==> src/rtl/regfile_pkg.sv <==
`default_nettype none
// ============================================================================
// Module : regfile_pkg
// Brief  : Shared types and helpers for the multiport register file: the
//          bulk-clear sequencer state encoding and the byte-merge helper used
//          by both the write path and the read bypass.
// Rev    : 1.0  initial release
// ============================================================================
package regfile_pkg;

  // Bulk-clear sequencer states
  typedef enum logic [1:0] {
    CLR_IDLE = 2'd0,
    CLR_BUSY = 2'd1,
    CLR_DONE = 2'd2
  } clr_state_e;

  localparam int unsigned BYTE_W = 8;

  // Byte lane of a word after a byte-enabled write: the new byte when its
  // enable is set, otherwise the stored byte. Word merges apply this per lane.
  function automatic logic [BYTE_W-1:0] merge_byte(
    input logic [BYTE_W-1:0] old_byte,
    input logic [BYTE_W-1:0] new_byte,
    input logic              byte_en
  );
    return byte_en ? new_byte : old_byte;
  endfunction

endpackage
`default_nettype wire

==> src/rtl/regfile_clear_seq.sv <==
`default_nettype none
// ============================================================================
// Module : regfile_clear_seq
// Brief  : Bulk-clear sequencer. Walks every word index once (one per cycle)
//          and requests a reset-value write for it, then pulses clr_done.
// Rev    : 1.0  initial release
// ============================================================================
module regfile_clear_seq
  import regfile_pkg::*;
#(
  parameter int unsigned DEPTH  = 32,
  parameter int unsigned ADDR_W = $clog2(DEPTH)
) (
  input  logic              clk,
  input  logic              reset_n,
  input  logic              clr_req,
  output logic              clr_busy,
  output logic              clr_done,
  output logic              clr_wr_en,
  output logic [ADDR_W-1:0] clr_addr
);

  // Counter is one bit wider than the address so it can never wrap back
  // onto a live index.
  localparam logic [ADDR_W:0] LAST_IDX = (ADDR_W+1)'(DEPTH - 1);
  localparam logic [ADDR_W:0] CNT_ONE  = (ADDR_W+1)'(1);

  clr_state_e      state_q;
  logic [ADDR_W:0] cnt_q;
  logic            busy_q;
  logic            done_q;

  // Clear FSM with registered busy/done flags; busy spans exactly DEPTH cycles.
  always_ff @(posedge clk or negedge reset_n) begin
    if (!reset_n) begin
      state_q <= CLR_IDLE;
      cnt_q   <= '0;
      busy_q  <= 1'b0;
      done_q  <= 1'b0;
    end else begin
      case (state_q)
        CLR_IDLE: begin
          if (clr_req) begin
            state_q <= CLR_BUSY;
            cnt_q   <= '0;
            busy_q  <= 1'b1;
          end
        end
        CLR_BUSY: begin
          cnt_q <= cnt_q + CNT_ONE;
          if (cnt_q == LAST_IDX) begin
            state_q <= CLR_DONE;
            busy_q  <= 1'b0;
            done_q  <= 1'b1;
          end
        end
        CLR_DONE: begin
          // Requests arriving here are dropped, not queued.
          state_q <= CLR_IDLE;
          cnt_q   <= '0;
          done_q  <= 1'b0;
        end
        default: begin
          state_q <= CLR_IDLE;
          cnt_q   <= '0;
          busy_q  <= 1'b0;
          done_q  <= 1'b0;
        end
      endcase
    end
  end

  assign clr_busy  = busy_q;
  assign clr_done  = done_q;
  assign clr_wr_en = busy_q;
  assign clr_addr  = cnt_q[ADDR_W-1:0];

endmodule
`default_nettype wire

==> src/rtl/multiport_regfile.sv <==
`default_nettype none
// ============================================================================
// Module : multiport_regfile
// Brief  : DEPTH x WIDTH register file with one byte-enabled write port, two
//          read ports, optional hardwired-zero word 0, write-to-read bypass,
//          optional registered reads and a sequenced bulk clear.
// Rev    : 1.0  initial release
// ============================================================================
module multiport_regfile
  import regfile_pkg::*;
#(
  parameter int unsigned      WIDTH       = 32,
  parameter int unsigned      DEPTH       = 32,
  parameter int unsigned      ADDR_W      = $clog2(DEPTH),
  parameter logic [WIDTH-1:0] RESET_VALUE = '0,
  parameter bit               ZERO_REG    = 1'b1,
  parameter bit               BYPASS      = 1'b1,
  parameter bit               READ_REG    = 1'b0
) (
  input  logic                 clk,
  input  logic                 reset_n,
  input  logic                 wr_en,
  input  logic [ADDR_W-1:0]    wr_addr,
  input  logic [WIDTH/8-1:0]   wr_be,
  input  logic [WIDTH-1:0]     wr_data,
  input  logic [ADDR_W-1:0]    rd_addr_a,
  output logic [WIDTH-1:0]     rd_data_a,
  input  logic [ADDR_W-1:0]    rd_addr_b,
  output logic [WIDTH-1:0]     rd_data_b,
  input  logic                 clr_req,
  output logic                 clr_busy,
  output logic                 clr_done
);

  localparam int unsigned NBYTES   = WIDTH / 8;
  localparam bit          FULL_MAP = (DEPTH == (1 << ADDR_W));

  logic [WIDTH-1:0]  w_mem [DEPTH];
  logic              w_clr_wr_en;
  logic [ADDR_W-1:0] w_clr_addr;
  logic              w_wr_in_range;
  logic              w_wr_accept;
  logic [1:0]        w_rd_in_range;
  logic [ADDR_W-1:0] w_rd_addr [2];
  logic [WIDTH-1:0]  w_rd_out  [2];

  regfile_clear_seq #(
    .DEPTH  (DEPTH),
    .ADDR_W (ADDR_W)
  ) u_clear_seq (
    .clk       (clk),
    .reset_n   (reset_n),
    .clr_req   (clr_req),
    .clr_busy  (clr_busy),
    .clr_done  (clr_done),
    .clr_wr_en (w_clr_wr_en),
    .clr_addr  (w_clr_addr)
  );

  // Address range checks only exist when DEPTH is not a power of two.
  generate
    if (FULL_MAP) begin : g_full_map
      assign w_wr_in_range = 1'b1;
      assign w_rd_in_range = 2'b11;
    end else begin : g_partial_map
      localparam logic [ADDR_W:0] DEPTH_EXT = (ADDR_W+1)'(DEPTH);
      assign w_wr_in_range    = ({1'b0, wr_addr}   < DEPTH_EXT);
      assign w_rd_in_range[0] = ({1'b0, rd_addr_a} < DEPTH_EXT);
      assign w_rd_in_range[1] = ({1'b0, rd_addr_b} < DEPTH_EXT);
    end
  endgenerate

  // A write is dropped while clearing, when out of range, or when it
  // targets the hardwired-zero word.
  assign w_wr_accept = wr_en && !clr_busy && w_wr_in_range &&
                       !(ZERO_REG && (wr_addr == '0));

  // Storage: one word per generate slice so each has its own next-state.
  generate
    for (genvar i = 0; i < DEPTH; i++) begin : g_word
      localparam logic [WIDTH-1:0] WORD_INIT = (ZERO_REG && (i == 0)) ? '0 : RESET_VALUE;

      logic [WIDTH-1:0] word_q;
      logic [WIDTH-1:0] word_d;
      logic             w_wr_hit;
      logic             w_clr_hit;

      assign w_wr_hit  = w_wr_accept && (wr_addr == ADDR_W'(i));
      assign w_clr_hit = w_clr_wr_en && (w_clr_addr == ADDR_W'(i));

      // Next word value: clear reload, byte-merged write, or hold.
      always_comb begin
        word_d = word_q;
        if (w_clr_hit) begin
          word_d = WORD_INIT;
        end else if (w_wr_hit) begin
          for (int b = 0; b < NBYTES; b++) begin
            word_d[8*b +: 8] = merge_byte(word_q[8*b +: 8], wr_data[8*b +: 8], wr_be[b]);
          end
        end
      end

      // Word register with asynchronous reset to its initial value.
      always_ff @(posedge clk or negedge reset_n) begin
        if (!reset_n) begin
          word_q <= WORD_INIT;
        end else begin
          word_q <= word_d;
        end
      end

      assign w_mem[i] = word_q;
    end
  endgenerate

  assign w_rd_addr[0] = rd_addr_a;
  assign w_rd_addr[1] = rd_addr_b;

  // Read ports: masked lookup, optional bypass merge, optional output register.
  generate
    for (genvar p = 0; p < 2; p++) begin : g_rd_port
      logic [WIDTH-1:0] w_stored;
      logic [WIDTH-1:0] w_merged;
      logic             w_byp_hit;

      assign w_stored  = (w_rd_in_range[p] && !(ZERO_REG && (w_rd_addr[p] == '0)))
                         ? w_mem[w_rd_addr[p]] : '0;
      assign w_byp_hit = BYPASS && w_wr_accept && (w_rd_addr[p] == wr_addr);

      // Overlay the in-flight write's enabled bytes on the stored word.
      always_comb begin
        w_merged = w_stored;
        if (w_byp_hit) begin
          for (int b = 0; b < NBYTES; b++) begin
            w_merged[8*b +: 8] = merge_byte(w_stored[8*b +: 8], wr_data[8*b +: 8], wr_be[b]);
          end
        end
      end

      if (READ_REG) begin : g_rd_reg
        logic [WIDTH-1:0] rd_q;
        // Capture the read result at the edge; visible the following cycle.
        always_ff @(posedge clk or negedge reset_n) begin
          if (!reset_n) begin
            rd_q <= '0;
          end else begin
            rd_q <= w_merged;
          end
        end
        assign w_rd_out[p] = rd_q;
      end else begin : g_rd_comb
        assign w_rd_out[p] = w_merged;
      end
    end
  endgenerate

  assign rd_data_a = w_rd_out[0];
  assign rd_data_b = w_rd_out[1];

endmodule
`default_nettype wire
==> config.mk <==
export PLATFORM = sky130hd
export DESIGN_NAME = multiport_regfile
export DESIGN_NICKNAME = d
export VERILOG_FILES = /design/src/rtl/regfile_pkg.sv /design/src/rtl/regfile_clear_seq.sv /design/src/rtl/multiport_regfile.sv
export SDC_FILE = /design/constraint.sdc
export NUM_CORES = 2
export LEC_CHECK = 0
export CORE_AREA = 2 2 417 419
export CTS_BUF_LIST = sky130_fd_sc_hd__clkbuf_4
export DETAILED_ROUTE_END_ITERATION = 12
export DIE_AREA = 0 0 419 421
export DONT_BUFFER_PORTS = 1
export SYNTH_ARGS = -nofsm -noshare
export SYNTH_HDL_FRONTEND = slang
export SYNTH_SLANG_ARGS = --single-unit
==> constraint.sdc <==
create_clock -name clk -period 5.45 [get_ports clk]
set_clock_uncertainty 0.1 [all_clocks]
set_input_delay 1.635 -clock clk [delete_from_list [all_inputs] [get_ports clk]]
set_output_delay 1.635 -clock clk [all_outputs]
set_load 0.02 [all_outputs]
# --- After elaboration in Yosys (flattened, before gate mapping) ---
# Cells that the tools add are included.
totals:
  ff_bits: 1034
  inputBits: 55
  output_inout_bits: 66
  word_cells: 670
op_classes:
  addsub: 1
  magnitude_cmp: 2
  eq_ne: 69
  mux: 96
  n_bitwise: 4
  reduce_logical: 366
ops:
  columns: ["op", "n"]
  rows:
  - ["$mux W32", 72]
  - ["$bmux W32 S5", 2]
  - ["$reduce_bool A2 Y1", 160]
  - ["$reduce_and A2 Y1", 130]
  - ["$eq A5 B5 Y1 const B", 32]
  - ["$mux W8", 12]
  - ["$eq A5 B4 Y1 const B", 16]
  - ["$logic_and A1 B1 Y1", 68]
  - ["$eq A5 B3 Y1 const B", 8]
  - ["$eq A5 B2 Y1 const B", 4]
  - ["$logic_not A5 Y1", 4]
  - ["$ge A6 B6 Y1 const B", 2]
  - ["$not A5 Y6", 2]
  - ["$pmux W6 S2", 1]
  - ["$eq A5 B1 Y1 const B", 2]
  - ["$eq A5 B5 Y1", 2]
  - ["$add A6 B1 Y6 const B", 1]
  - ["$eq A6 B5 Y1 const B", 1]
  - ["$mux W6", 1]
  - ["$mux W2", 2]
  - ["$pmux W2 S2", 1]
  - ["$mux W1", 3]
  - ["$pmux W1 S3", 1]
  - ["$reduce_and A3 Y1", 1]
  - ["8 further kinds", 10]

# --- Logic depth before layout (Yosys ltp) ---
logic_depth:
  depth_word: 7
  depth_mapped: 10

# --- Cells and area by module ---
# A second synthesis with hierarchy kept.
hier_totals:
  hier_cells: 5369
  hier_area_um2: 58342.2
by_module_without_submodules:
  columns: ["module", "n_inst", "cells_each", "area_each_um2"]
  rows:
  - ["multiport_regfile", 1, 5310, 57786.7]
  - ["regfile_clear_seq", 1, 59, 555.5]

# --- Worst setup path after synthesis ---
# No wires, ideal clock.
synth_path:
  kind: "in2out"
  start: "input rd_addr_a[2]"
  end: "output rd_data_a[3]"
  t_arrival_ns: 3.486
  slack_ns: 0.229
  stages: 8
  path_buffers: 4
  path_cell_list: "buf_4 -> buf_4 -> buf_4 -> clkbuf_1 -> a211oi_1 -> o41ai_1 -> a21oi_1 -> o32ai_1"
synth_via:
  elab_chain_cells: 7
  elab_cells_between_ends: 10
  classes_between: "eq/ne (1); mux (6); bitwise (1); reduce/logical (2)"
synth_rtl:
  columns: ["item", "line_no", "text"]
  rows:
  - ["from (decl)", "multiport_regfile.sv:26", "input logic [ADDR_W-1:0] rd_addr_a,"]
  - ["$not A5 Y6 (not written as such)", "multiport_regfile.sv:127", "? w_mem[w_rd_addr[p]] : '0;"]
  - ["$bmux W32 S5", "multiport_regfile.sv:127", null]
  - ["$mux W32 (not written as such) (2 in series)", "multiport_regfile.sv:127", null]
  - ["$mux W32", "multiport_regfile.sv:127", null]
  - ["$mux W8", "regfile_pkg.sv:27", "return byte_en ? new_byte : old_byte;"]
  - ["$mux W32 *", "multiport_regfile.sv:133", "if (w_byp_hit) begin"]
  - ["to (decl)", "multiport_regfile.sv:27", "output logic [WIDTH-1:0] rd_data_a,"]
# Mark *: on every way between the ends. The rest lies on a longest branch, timed or not. The select of a mux whose other input is x is not followed.

# --- Final worst setup path ---
layout_path:
  start: "input rd_addr_a[0]"
  end: "output rd_data_a[1]"
# Same word-level chain as after synthesis.

==> results by group <==
Run status
  – Outcome: finished with violations
  – Violated checks: negative setup slack

Timing
  – Slew Viols, Final: 0
  – Unrepaired setup endpoints after global routing: no
  – Slew margin rel.: 0.0424
  – Slew @ Worst Pin: 1.44 ns
  – Setup TNS: -8.84 ns
  – # setup viols final: 45
  – Final critical-path required period: about 5.9 ns
  – Ratio of final minimum period to clock period: 1.08
  – F_max: ~170 MHz
  – Final hold violation count: 0
  – Setup ws final: -0.418 ns
  – Worst hold slack: around 0.25 ns

Synthesis
  – Ys flop type: dfrtp_1
  – Async S/R FF share, synth: 1.00
  – Avg Synthesized Cell Area: 11.8 µm²
  – Seq/Total Area, Yosys: 0.458
  – Synth Warn #: 0
  – FF+latch count, synth: ~1,000
  – Syn Inst Count: 4,776
  – Mapped Area: ~57,000 µm²
  – Net count after synthesis: around 4,800
  – Distinct cells, synth: 65
  – Number of synthesized flops with an enable pin: 0

Power
  – Worst VDD drop: around 170 µV
  – Total power: between 20 and 25 mW
  – Lkg Pwr: approximately 27 nW
  – Pwr dens: between 300 and 400 nW/µm²

Setup path
  – Critical Path Max Stage Delay: between 0.8 and 0.9 ns
  – Reg2Reg Depth: 5
  – Cells along the critical path: mux4_2, nor2b_1, a2111oi_0, buf_4, o32ai_1, buf_4
  – Critical path arrival: 4.13 ns
  – Critical Path Slowest Stage Cell: mux4_2
  – CP Capture Type: primary output
  – Setup CP Type: primary input to primary output
  – CP Data Required Time: roughly 3.7 ns
  – Most used cell, CP: buf_4
  – Type of origin of the critical path: primary input
  – CP Max Fanout: 266

GRT
  – Met3 usage: 0.0682
  – Global-route wire length before repair: about 320,000 µm
  – Vias in the first global route: ~46,000
  – Largest net degree at the start of global routing: 267
  – All-Layer GR Usage: 0.248
  – M2 GR Usage: 0.374
  – Antenna violations before repair: 2
  – GR peak layer: met2
  – Met1 Usage GRT: 0.313
  – Grt total ovfl: 0

Job
  – Max-cap violations: 0

Detailed routing
  – Via density: roughly 6.3
  – Final WL: about 220,000 µm
  – Routed len/inst: 30.3 µm
  – 1st-iter DRT viols: 6,027
  – DRC viols: 0
  – Drt pass-1 iters: 6
  – Antenna Nets Post-Route: 0
  – Via Count: 46,300

Floorplan
  – Die Wd: approximately 420 µm
  – Height of the die: between 400 and 500 µm
  – Row count: between 150 and 200
  – Die ar.: between 150,000 and 200,000 µm²
  – Initial Utilization: 0.328
  – IO Count: roughly 120
  – Core Box Area: 172,000 µm²

Clocking
  – CTS Buf Count: approximately 280
  – Clock Pin Slew Worst Setup and Hold Paths: approximately 0.060 ns
  – Root buf cell: clkbuf_4
  – Max Root-Sink Buffers: 4
  – CTS Sinks: a little over 1,000
  – Worst skew pair latency: 1.27 ns
  – Setup Buffers After CTS: 0
  – H-Tree Depth: 5
  – CTS tree: built

Placement
  – Cell Area, Placed: 59,900 µm²
  – Placer's final routability congestion estimate: 0.948
  – DP HPWL: around 140,000 µm
  – Port Buf Inserts: 0

Finish
  – Core Util, Final: 0.366
  – Final instance area: between 60,000 and 70,000 µm²
  – Share of post-route cells with drive strength above 1: 0.260
  – Layout area overhead: 11.7%
  – Final nets: roughly 4,900
  – Fillers: roughly 17,000

Hold path
  – Worst hold-check path type: primary input to asynchronous set/reset pin
==> flip-flops by register name, summed over array words and instances, names as in the netlist <==
name / count
g_word.word_q: 1024
u_clear_seq.clr_busy: 1
u_clear_seq.clr_done: 1
u_clear_seq.cnt_q: 6
u_clear_seq.state_q: 2
==> critical path: cells and delay by family <==
family	cells	cell delay [ns]
muxes	1	0.81
AOI/OAI and AO/OA	2	0.57
and+or+nand+nor	1	0.17
buffers and inverters	2	0.43
==> Yosys cell counts (33+ instances only) <==
master    count  area (µm²)
mux4_2      490       11000
nor2_1       97         364
mux2_2       33         372
buf_1        49         184
o21ai_0     499        2500
buf_2       104         521
nand2_1     465        1750
o22ai_1     130         813
a21oi_1      90         450
inv_1        47         176
o221ai_1     36         315
dfrtp_1    1034       25900
a22o_1      503        4410
nand3_1     317        1590
and2_1       82         513
buf_4        39         293
mux2i_1     127        1270
or2_2        39         244
a32o_1       39         390
clkbuf_1    287        1080
==> report_power, final <==
| part | switching, mW | total (mW) | internal (mW) | leakage [nW] |
|---|---|---|---|---|
| Combinational | 3.10 | 6.68 | 3.58 | 11.1 |
| Sequential | 1.65 | 11.3 | 9.66 | 14.0 |
| Clock | 3.37 | 6.71 | 3.34 | 1.91 |
==> worst paths after layout <==
check | start | endpoint | slack (ns)
max | rd_addr_a[0] | rd_data_a[1] | -0.42
min | reset_n | g_word[21].word_q[28] | 0.25
max reg2reg | u_clear_seq.clr_busy | g_word[1].word_q[8] | 1.93
min reg2reg | g_word[0].word_q[19] | g_word[0].word_q[19] | 0.41
max in group asynchronous | reset_n | g_word[14].word_q[23] | 1.38
min in group clk | wr_data[15] | g_word[2].word_q[15] | 0.37
==> cell usage in the layout (no fill, tap or decap), drive strengths merged, types with 9 or more instances in the layout <==
cell type  count
a211oi        10
a21oi         90
a22o         503
a31oi          9
a32o          39
and2          93
buf          280
clkbuf       395
clkinv        39
dfrtp       1034
inv           50
mux2          33
mux2i        127
mux4         504
nand2        465
nand2b        17
nand3        317
nor2          97
nor2b         14
nor3          31
nor3b          9
o21a           9
o21ai        506
o221ai        36
o22ai        130
o32ai         17
or2           39
or3           12
xor2          10
==> kinds of logic after synthesis <==
family / Yosys count / synth area share
DFF: 1034 / 0.458
muxes: 664 / 0.231
adders and majority gates: 6 / 0.00133
AOI/OAI and AO/OA: 1398 / 0.172
xor gates and xnor gates: 11 / 0.00170
buffers and inverters: 545 / 0.0440
and+or+nand+nor: 1118 / 0.0926
==> layout make-up <==
type | instances | area [µm²] | area share
antenna | 7 | 17.5 | 0.000277
clock buffer | 395 | 2970 | 0.0470
clock inverter | 43 | 189 | 0.00299
inverter | 47 | 176 | 0.00279
multi-input combinational | 3197 | 28400 | 0.450
sequential | 1034 | 25900 | 0.410
tap | 2325 | 2910 | 0.0461
timing repair buffer | 281 | 2610 | 0.0413
==> through the flow <==
| step | setup WS, ns | instances |
|---|---|---|
| finish | -0.418 | 7329 |
| global route | 0.000744 | 7328 |
| CTS | 0.00673 | 7322 |
| detailed placement | -0.180 | 6883 |
| global placement | -0.138 | 6882 |
| floorplan | 0.229 | 4776 |
==> layer usage <==
| metal | up-vias | share of wire |
|---|---|---|
| li1 | 18700 | - |
| met1 | 23500 | 0.36 |
| met2 | 3271 | 0.45 |
| met3 | 834 | 0.11 |
| met4 | 0 | 0.074 |
| met5 | - | 0 |
==> timing repair <==
action	4_1_cts	5_1_grt
hold endpoints to repair	9	0
hold buffers	1	0
resized for setup	2	13
endpoints found under the setup margin	9	36
(Power assumes the default switching activity.)
